===== config.mk =====
export PLATFORM = sky130hd
export DESIGN_NAME = wb_display_monitor
export DESIGN_NICKNAME = d
export VERILOG_FILES = /design/src/rtl/wb_display_monitor.sv
export SDC_FILE = /design/constraint.sdc
export NUM_CORES = 1
export LEC_CHECK = 0
export CORE_ASPECT_RATIO = 0.9
export CORE_MARGIN = 2
export CORE_UTILIZATION = 50
export CTS_CLUSTER_SIZE = 14
export DETAILED_ROUTE_END_ITERATION = 12
export MAX_ROUTING_LAYER = met4
export PLACE_DENSITY = 0.8
export SYNTH_ARGS = -nofsm -noshare
export SYNTH_HDL_FRONTEND = slang
export SYNTH_SLANG_ARGS = --single-unit

===== constraint.sdc =====
create_clock -name I_CLOCK -period 3.5 [get_ports I_CLOCK]
set_clock_uncertainty 0.05 [all_clocks]
set_input_delay 0.7 -clock I_CLOCK [delete_from_list [all_inputs] [get_ports I_CLOCK]]
set_output_delay 0.7 -clock I_CLOCK [all_outputs]
set_load 0.01 [all_outputs]

===== src/rtl/wb_display_monitor.sv =====
// Shadows the writeback bus and shows one register on the HEX displays.
// KEYs (active-low, debounced) select, freeze and clear the write count.
//
// Ports:
//   I_CLOCK, I_RESET_N   clock, async active-low reset
//   I_LOCK               pipeline running; gates capture and counting
//   I_WriteBack*         writeback valid / destination index / data
//   I_KEY[3:0]           raw pushbuttons: 0 clr, 1 sel+, 2 sel-, 3 freeze
//   O_DispValue          registered value of the selected shadow register
//   O_DispRegIdx         selected register
//   O_Frozen             display held
//   O_WriteCount         saturating count of accepted writebacks
module wb_display_monitor #(
  parameter int REG_WIDTH       = 16,
  parameter int NUM_REGS        = 16,
  parameter int DEBOUNCE_CYCLES = 16
) (
  input  logic                 I_CLOCK,
  input  logic                 I_RESET_N,
  input  logic                 I_LOCK,
  input  logic                 I_WriteBackEnable,
  input  logic [3:0]           I_WriteBackRegIdx,
  input  logic [REG_WIDTH-1:0] I_WriteBackData,
  input  logic [3:0]           I_KEY,
  output logic [REG_WIDTH-1:0] O_DispValue,
  output logic [3:0]           O_DispRegIdx,
  output logic                 O_Frozen,
  output logic [15:0]          O_WriteCount
);

  localparam int CW = $clog2(DEBOUNCE_CYCLES + 1);
  localparam logic [CW-1:0] CNT_LAST = CW'(DEBOUNCE_CYCLES - 1);

  typedef enum logic {LIVE, FROZEN} state_e;

  state_e state_q, state_d;

  logic [3:0]           sync1_q, sync2_q;
  logic [3:0]           deb_q, deb_d;
  logic [3:0]           press;
  logic [CW-1:0]        cnt_q [4];
  logic [CW-1:0]        cnt_d [4];
  logic [REG_WIDTH-1:0] shadow_q [NUM_REGS];
  logic [3:0]           sel_q, sel_d;
  logic [REG_WIDTH-1:0] disp_q, disp_d;
  logic [15:0]          wcnt_q, wcnt_d;
  logic [REG_WIDTH-1:0] next_val;
  logic                 wr;

  assign wr = I_LOCK & I_WriteBackEnable;

  // A press fires on the edge the debounced level falls 1->0.
  always_comb begin
    for (int k = 0; k < 4; k++) begin
      deb_d[k] = deb_q[k];
      cnt_d[k] = '0;
      press[k] = 1'b0;
      if (sync2_q[k] != deb_q[k]) begin
        if (cnt_q[k] == CNT_LAST) begin
          deb_d[k] = sync2_q[k];
          press[k] = deb_q[k];
        end else begin
          cnt_d[k] = cnt_q[k] + 1'b1;
        end
      end
    end
  end

  always_ff @(posedge I_CLOCK or negedge I_RESET_N) begin
    if (!I_RESET_N) begin
      sync1_q <= '1;
      sync2_q <= '1;
      deb_q   <= '1;
      for (int k = 0; k < 4; k++) cnt_q[k] <= '0;
    end else begin
      sync1_q <= I_KEY;
      sync2_q <= sync1_q;
      deb_q   <= deb_d;
      for (int k = 0; k < 4; k++) cnt_q[k] <= cnt_d[k];
    end
  end

  always_ff @(posedge I_CLOCK or negedge I_RESET_N) begin
    if (!I_RESET_N) begin
      for (int i = 0; i < NUM_REGS; i++) shadow_q[i] <= '0;
    end else if (wr) begin
      shadow_q[I_WriteBackRegIdx] <= I_WriteBackData;
    end
  end

  // Bypass the same-cycle write so LIVE shows it one edge later.
  always_comb begin
    sel_d = sel_q;
    unique case (1'b1)
      press[1] & ~press[2]: sel_d = sel_q + 4'd1;
      press[2] & ~press[1]: sel_d = sel_q - 4'd1;
      default:              sel_d = sel_q;
    endcase
    if (wr && I_WriteBackRegIdx == sel_d) next_val = I_WriteBackData;
    else                                  next_val = shadow_q[sel_d];
  end

  always_comb begin
    state_d = state_q;
    disp_d  = disp_q;
    if (press[3]) state_d = (state_q == LIVE) ? FROZEN : LIVE;
    unique case (state_q)
      LIVE:    disp_d = next_val;
      FROZEN:  if (sel_d != sel_q) disp_d = next_val;
      default: disp_d = disp_q;
    endcase
  end

  // Clear beats a simultaneous increment.
  always_comb begin
    wcnt_d = wcnt_q;
    if (press[0])                     wcnt_d = '0;
    else if (wr && wcnt_q != 16'hFFFF) wcnt_d = wcnt_q + 16'd1;
  end

  always_ff @(posedge I_CLOCK or negedge I_RESET_N) begin
    if (!I_RESET_N) begin
      state_q <= LIVE;
      sel_q   <= '0;
      disp_q  <= '0;
      wcnt_q  <= '0;
    end else begin
      state_q <= state_d;
      sel_q   <= sel_d;
      disp_q  <= disp_d;
      wcnt_q  <= wcnt_d;
    end
  end

  assign O_DispValue  = disp_q;
  assign O_DispRegIdx = sel_q;
  assign O_Frozen     = (state_q == FROZEN);
  assign O_WriteCount = wcnt_q;

endmodule


# Yosys cells after proc, flatten, opt, wreduce, memory -nomap -nowiden
# Index checks and enable logic that the tools add are counted.
# totals
reg_bits	325
latch_bits	0
ramBits	0
romBits	0
input_bits	28
n_memories	0
# classes
add_sub_neg	7
multipliers	0
n_div	0
n_lt_le_gt_ge	3
n_eq_ne	12
shifts	0
muxes	29
bitwise	8
n_reduce_logical	8
# op_table
operator	count
256-bit bitwise mux	1
16-bit two-way mux	7
16-bit binary-select mux with 4-bit select	1
16-bit demux with 4-bit select	1
5-bit two-way mux	8
16-bit case mux with 2 select lines	1
5-bit by 1-bit adder with 5-bit output (second input constant)	4
5-bit by 4-bit == test with 1-bit output (second input constant)	4
16-bit by 1-bit adder with 16-bit output (second input constant)	1
16-bit inequality test (second input constant)	1
5-bit greater-or-equal comparator (second input constant)	2
4-bit inverter with 5-bit output	2
1-bit two-way mux	9
4-bit case mux with 2 select lines	1
2-bit AND reduction	4
5-bit by 1-bit less-than comparator with 1-bit output (second input constant)	1
4-bit by 1-bit adder with 4-bit output (second input constant)	1
4-bit == test	1
1-bit inequality test	4
4-bit inequality test	1
4-bit by 1-bit subtractor with 4-bit output (second input constant)	1
1-bit AND	3
1-bit logical AND	3
1-bit inverter	3
2 further kinds	2

# Logic depth before layout (Yosys ltp)
# Gate-level depths: netlist (run 1).
# depth
depth_word	13
mapped_depth	17
ltp_nobuf	15

# Worst setup path after synthesis (run 1)
# OpenSTA, ideal clock, no wires.
# synth_timing
path_type	register to register
start	register cnt_q[5] (netlist bit)
end	register disp_q[5], in the netlist O_DispValue[5]
setup_time_ns	0.141
arrival_ns	3.057
t_required_ns	3.309
slack_ns	0.251
stages_incl_launch_ff	15
path_buffers	2
synth_period_minus_slack_ns	3.249
cell_sequence	dfrtp_1 ha_1 nand3_1 nor4b_1 ha_1 xor2_1 ha_1 mux2i_1 clkbuf_1 buf_1 nand3_1 nand3_1 a21oi_1 a311oi_1 o221ai_1
# synth_via
elab_chain_len	13
word_cells_on_any_way	18
# synth_rtl
item	line_no	text
start: declaration	41	logic [CW-1:0] cnt_q [4];
5-bit by 4-bit == test with 1-bit output *	59	if (cnt_q[k] == CNT_LAST) begin
1-bit two-way mux *	59	
1-bit two-way mux *	58	if (sync2_q[k] != deb_q[k]) begin
1-bit inverter	95	press[1] & ~press[2]: sel_d = sel_q + 4'd1;
1-bit AND	95	
4-bit case mux with 2 select lines *	94	unique case (1'b1)
4-bit inverter with 5-bit output (implied by the code)	100	else next_val = shadow_q[sel_d];
16-bit binary-select mux with 4-bit select	100	
16-bit two-way mux (implied by the code) (2 in a row)	100	
16-bit two-way mux	99	if (wr && I_WriteBackRegIdx == sel_d) next_val = I_WriteBackData;
16-bit two-way mux	109	FROZEN: if (sel_d != sel_q) disp_d = next_val;
16-bit case mux with 2 select lines	107	unique case (state_q)
end signal: assignment	130	disp_q <= disp_d;
end: declaration	45	logic [REG_WIDTH-1:0] disp_q, disp_d;
# Mark *: on every way between the ends. The rest lies on a longest branch, timed or not. The select of a mux whose other input is x is not followed.
# A chain may end at the register's enable or synchronous reset.

# Worst setup path after layout (run 1)
# layout_timing
start	register cnt_q[6] (netlist bit)
end	register disp_q[3], in the netlist O_DispValue[3]
# The elaborated chain is that of the path after synthesis.

==> flow_metrics.tcl, run 1 <==
set metrics [dict create \
    numPortBuffers 64 \
    stdcell_area_mm2 0.0175 \
    antennaDiodeCount 0 \
    critPathKind "flip-flop to flip-flop" \
    wire_per_inst_um 20.4 \
    outcome "completed" \
    die_x_um 186 \
    antenna_found_initial 0 \
    syn_inst 1435 \
    drtAntennaViolNets 0 \
    cts.sink_count 325 \
    drv_slew 0 \
    rsz0062_at_grt "true" \
    wirelength_um 39100 \
    cp.required_ns 3.87 \
    grt-ovfl-total 0 \
    drc 0 \
    layout_commonest_cell "nand2_1" \
    ys_ff_latch 325 \
    cts_root_buf "clkbuf_16" \
    place_inst 1849 \
    regArea_mm2 0.00815 \
    die_height_um 168 \
    drt-initial-drc-count 1204 \
    setup-tns-final_ns 0 \
    synth_edf_count 0 \
    powerDensity_mw_per_mm2 540 \
    vias_per_cell 6.05 \
    start_kind "flip-flop" \
    fin_crit_sh 0.972 \
    p_leak_nw 7.87 \
    synth_area_mm2 0.0149 \
    nFillCells 2281 \
    endpoint_kind "flip-flop" \
    ys_warn_count 0 \
    synth_cell_types 44 \
    post-route-util 0.601 \
    initial_core_util 0.512 \
    grt_pass1_vias 11400 \
    synth_nets 1471 \
    worst_pin_slew_ns 0.786 \
    io_pins 65 \
    layout.cells.non_filler 1912 \
    max_slew_margin 0.476 \
    power_mw 9.45 \
    path_clk_slew_ns 0.07 \
    peakVddDrop_uv 408 \
    final_layout_size_suffix_gt1_frac 0.226 \
    cts_buffers 31 \
    nets 1527 \
    cp_data_arrival_time_ns 3.77 \
    cts_max_path_buffers 3 \
    grt_max_degree 98 \
    grt_use_total 0.258 \
    crit_fanout 9 \
    vias 11600 \
    cts_max_level 1 \
    place_congestion 0.849 \
    cts_tree "built" \
    core_area_mm2 0.0291 \
    place_hpwl_um 23500 \
    layout_setup_ws_ns 0.0963 \
    dp_slack_ns -0.116 \
    hold-worst-slack_ns 0.108 \
    drtPass1Iterations 5 \
    syn_to_final_growth_pct 17.4 \
    clock_latency_ns 0.56 \
    final_cell_mix "nand2_1, dfrtp_1, mux2_2, nand3_1, o21ai_0" \
    final-setup-viol-count 0 \
    grt_pass1_wl_um 61600 \
    yosysSeqAreaShare 0.547 \
    hold_violations 0 \
    synth_ff_type "dfrtp_1" \
    clock.fmax_mhz 294 \
    min_period_ns 3.40 \
    min_path_type "primary input to async pin" \
    cap_violations 0 \
    multiInputGateArea_mm2 0.00642 \
    async_flop_share 1.00 \
    syn-mean-instance-area_um2 10.4 \
    rows 59 \
    detailed_place.area_mm2 0.0163 \
    dieArea_mm2 0.0312 \
]
-- worst paths after layout --
kind | endpoint | cells past startpoint | start | slack, ns
setup / recovery | O_DispValue[3] | 15 | cnt_q[6] | 0.1
min in group I_CLOCK | sync2_q[3] | 0 | sync1_q[3] | 0.31
max in group asynchronous | sync1_q[2] | 2 | I_RESET_N | 2.32
setup reg to reg | O_DispValue[3] | 15 | cnt_q[6] | 0.1
hold reg to reg | sync2_q[3] | 0 | sync1_q[3] | 0.31
hold / removal | O_WriteCount[9] | 1 | I_RESET_N | 0.11
-- synth_stat cells, types with 2 or more instances --
master / number / area share
nand4_1: 6 / 0.0025
o21ai_0: 89 / 0.030
nor2b_1: 4 / 0.0017
a31oi_1: 17 / 0.0071
nor4_2: 2 / 0.0017
buf_4: 3 / 0.0015
or3_1: 4 / 0.0017
and3b_1: 2 / 0.0012
nor3b_1: 2 / 0.0010
buf_6: 2 / 0.0015
mux2i_1: 19 / 0.013
a311oi_1: 17 / 0.010
dfrtp_1: 313 / 0.53
o221ai_1: 16 / 0.0094
and2_1: 3 / 0.0013
mux2_2: 180 / 0.14
inv_1: 25 / 0.0063
and4_1: 3 / 0.0018
nand3b_1: 3 / 0.0015
nor2_1: 39 / 0.0098
nor4b_1: 2 / 0.0012
dfstp_2: 12 / 0.021
nand3_1: 108 / 0.036
and3_1: 36 / 0.015
xnor2_1: 16 / 0.0094
buf_2: 21 / 0.0071
inv_2: 2 / 0.00050
nand2_1: 338 / 0.085
clkbuf_1: 74 / 0.019
a2111oi_0: 16 / 0.0094
a21oi_1: 24 / 0.0081
nor3_1: 8 / 0.0027
xor2_1: 11 / 0.0065
ha_1: 8 / 0.0067
-- critical path, cell delays in order, from the launching register on --
cell and delay [ns]:
dfrtp_1 0.43, ha_4 0.19, nand3_4 0.09, nor4b_4 0.31
ha_2 0.27, xor2_2 0.07, ha_2 0.19, a21oi_2 0.13
mux2i_2 0.35, xor2_4 0.28, clkinv_4 0.15, buf_12 0.17
nand3_1 0.06, a21oi_1 0.07, a311oi_1 0.26, o221ai_1 0.19
-- where the power goes --
| part | internal [mW] | switching [mW] | leakage, nW | total, mW |
|---|---|---|---|---|
| clock | 1.91 | 1.44 | 0.502 | 3.35 |
| combinational | 0.697 | 0.589 | 3.20 | 1.29 |
| sequential | 4.41 | 0.406 | 4.17 | 4.82 |
-- layer usage --
metal	global-route usage	vias to the layer above	routed length (µm)
li1	-	5065	-
met1	0.370	5843	16800
met2	0.379	553	17800
met3	0.0379	111	3230
met4	0.0880	0	1280
met5	-	-	0
-- cell families after synthesis --
| logic type | synth area share |
|---|---|
| AND/OR/NAND/NOR | 0.168 |
| flip-flops | 0.547 |
| multiplexers | 0.149 |
| AO/OA/AOI/OAI | 0.0762 |
| buffers and inverters | 0.0358 |
| XOR/XNOR | 0.0177 |
| adder cells (fa/ha/maj) | 0.00672 |
-- flip-flops by register name (all words and copies together) (netlist names) --
name / flops
cnt_q: 20
O_DispRegIdx: 4
sync1_q: 4
O_DispValue: 16
O_WriteCount: 16
sync2_q: 4
O_Frozen: 1
deb_q: 4
shadow_q: 256
-- layout make-up --
class                   count  share of cell area
flip-flops and latches    325               0.466
clock buffers              47              0.0512
inverters                  27             0.00615
well taps                 396              0.0283
multi-input cells         982               0.367
repair buffers            124              0.0746
clock inverters            11             0.00644
-- what timing repair did --
item                       CTS  global route
setup endpoints to repair   16            16
setup buffers                0             5
pin swaps                    0             7
hold buffers                 0             0
gates resized for setup      6            23
No activity file was read; power rests on OpenSTA's default activity.
==> inputs of run 2 (changes only) <==
--- a/config.mk
+++ b/config.mk
@@ -5,13 +5,13 @@
 export SDC_FILE = /design/constraint.sdc
 export NUM_CORES = 1
 export LEC_CHECK = 0
-export CORE_ASPECT_RATIO = 0.9
+export CORE_ASPECT_RATIO = 2
 export CORE_MARGIN = 2
 export CORE_UTILIZATION = 50
 export CTS_CLUSTER_SIZE = 14
 export DETAILED_ROUTE_END_ITERATION = 12
 export MAX_ROUTING_LAYER = met4
-export PLACE_DENSITY = 0.8
+export PLACE_DENSITY = 0.78
 export SYNTH_ARGS = -nofsm -noshare
 export SYNTH_HDL_FRONTEND = slang
 export SYNTH_SLANG_ARGS = --single-unit
==> constraint.sdc (replaced) <==
create_clock -name I_CLOCK -period 3.7 [get_ports I_CLOCK]
set_clock_uncertainty 0.05 [all_clocks]
set_input_delay 0.74 -clock I_CLOCK [delete_from_list [all_inputs] [get_ports I_CLOCK]]
set_output_delay 0.74 -clock I_CLOCK [all_outputs]
set_load 0.01 [all_outputs]
==> run 2 against run 1 <==
  * Sequential share of layout area is essentially flat
  * Combinational power shrank 4%
  * Global-route usage is 0.82 points higher
  * Routed wire length increased by 4.0%
  * Maximum frequency decreased by 5.0%
  * Worst hold slack better by 0.039 ns
  * Critical path type unchanged
==> flow_metrics.tcl, run 2 (same netlist as run 1, synthesis figures left out) <==
set metrics [dict create \
    drc 0 \
    wire_per_inst_um 21.6 \
    cap_violations 0 \
    final-setup-viol-count 0 \
    vias 11500 \
    dp_slack_ns -0.104 \
    cts_max_level 1 \
    cp_data_arrival_time_ns 3.94 \
    grt-busiest-layer "met2" \
    largest_register_ffs 256 \
    cp.required_ns 4.06 \
    nets 1534 \
    cpMaxStageDelayCell "dfrtp_1" \
    crit_fanout 48 \
    p_leak_nw 7.91 \
    gr-usage-met2 0.442 \
    fin_crit_sh 0.968 \
    largest_register "shadow_q" \
    grt-ovfl-total 0 \
    vias_per_cell 6.12 \
    grt_pass1_wl_um 64100 \
    crit_top_cell "ha_1" \
    min_path_type "primary input to async pin" \
    initial_core_util 0.507 \
    setup-tns-final_ns 0 \
    final_cell_mix "nand2_1, dfrtp_1, mux2_2, nand3_1, o21ai_0" \
    layout_commonest_cell "nand2_1" \
    cts.sink_count 325 \
    die_x_um 126 \
    layout_setup_ws_ns 0.119 \
    grt_pass1_vias 11800 \
    start_kind "flip-flop" \
    cpPeakStageDelay_ns 0.40 \
    worst_pin_slew_ns 0.777 \
    path_buf_inv 2 \
    cp_cell_sequence "ha_1 -> nand3_2 -> nor4b_4 -> ha_4 -> xor2_1 -> ha_1 -> mux2i_4 -> buf_12 -> xnor2_1 -> nor3_1 -> a31o_2 -> buf_4 -> o221ai_1" \
    met1_usage 0.309 \
    grt_use_total 0.267 \
    dieArea_mm2 0.0313 \
    drt-initial-drc-count 996 \
    critPathKind "flip-flop to flip-flop" \
    syn_to_final_growth_pct 17.2 \
    drtPass1Iterations 6 \
    core_area_mm2 0.0294 \
    grtUsageMet3 0.0264 \
    drv_slew 0 \
    max_slew_margin 0.482 \
    wirelength_um 40600 \
    numPortBuffers 64 \
    top_regs "shadow_q x256, cnt_q x20" \
    cpLargestDelayFamily "simple AND/OR/NAND/NOR gates" \
    place_hpwl_um 26200 \
    rows 89 \
    grt_max_degree 96 \
    antenna_found_initial 0 \
    drtAntennaViolNets 0 \
    cts_hold_buf 0 \
    min_period_ns 3.58 \
    peakVddDrop_uv 359 \
    endpoint_kind "flip-flop" \
    hold_violations 0 \
    outcome "completed" \
    cts_tree "built" \
    cts_buffers 28 \
    place_congestion 0.914 \
    cts_max_path_buffers 3 \
    die_height_um 248 \
    final_layout_size_suffix_gt1_frac 0.219 \
    cts_root_buf "clkbuf_16" \
    clock.fmax_mhz 279 \
    antennaDiodeCount 0 \
    path_clk_slew_ns 0.07 \
    powerDensity_mw_per_mm2 502 \
    clock_latency_ns 0.56 \
    io_pins 65 \
]
[run 2: cell types whose count changed in the layout (fill, tap and decap cells not counted), sizes merged]
cell / delta
buf: +9
clkbuf: +3
clkinv: -7
inv: -1
[run 2: timing repair]
action / 4_1_cts / 5_1_grt
setup buffers: 0 / 5
setup endpoints to repair: 16 / 16
pin swaps: 0 / 6
cloned: 0 / 1
gates resized for setup: 4 / 11
[run 2: cell type report]
class | instances | area [µm²]
multi-input cells | 982 | 6380
clock inverters | 3 | 65.1
flip-flops and latches | 325 | 8150
fillers | 2314 | 11900
inverters | 27 | 105
repair buffers | 134 | 1460
well taps | 364 | 455
clock buffers | 49 | 851
[run 2: stage by stage]
| stage | total power, mW | cells | hold WS (ns) | util | area [µm²] |
|---|---|---|---|---|---|
| floorplan | 5.29 | 1435 | 0.295 | - | 14900 |
| global placement | 5.75 | 1826 | 0.297 | 0.559 | 16400 |
| detailed placement | 5.84 | 1826 | 0.297 | 0.559 | 16400 |
| CTS | 8.80 | 1878 | 0.197 | 0.590 | 17300 |
| global route | 9.15 | 1884 | 0.238 | 0.594 | 17500 |
| finish | 8.78 | 1884 | 0.147 | 0.594 | 17500 |
[run 2: final timing paths]
| path | start | endpoint | slack (ns) | cells past startpoint |
|---|---|---|---|---|
| max | cnt_q[5] | O_DispValue[15] | 0.12 | 13 |
| min | I_RESET_N | shadow_q[102] | 0.15 | 1 |
| max reg2reg | cnt_q[5] | O_DispValue[15] | 0.12 | 13 |
| min reg2reg | sync1_q[3] | sync2_q[3] | 0.31 | 0 |
| max in group asynchronous | I_RESET_N | shadow_q[134] | 2.55 | 2 |
| min in group I_CLOCK | sync1_q[3] | sync2_q[3] | 0.31 | 0 |
[run 2: metal layers]
layer  routed length (µm)  share of wire
met3                 2340          0.058
met1                15000           0.37
met4                 2920          0.072
met2                20400           0.50
met5                    0              0
[run 2: report_power, final]
| group | internal [mW] | leakage, nW | total [mW] | switching [mW] |
|---|---|---|---|---|
| Sequential | 4.17 | 4.17 | 4.55 | 0.381 |
| Clock | 1.69 | 0.443 | 2.98 | 1.29 |
| Combinational | 0.660 | 3.30 | 1.24 | 0.584 |
[run 2: worst reg2reg max path: stages (launching register included)]
cell	delay [ns]
dfrtp_1	0.40
ha_1	0.25
nand3_2	0.13
nor4b_4	0.33
ha_4	0.22
xor2_1	0.16
ha_1	0.27
mux2i_4	0.22
buf_12	0.27
xnor2_1	0.15
nor3_1	0.38
a31o_2	0.28
buf_4	0.18
o221ai_1	0.13
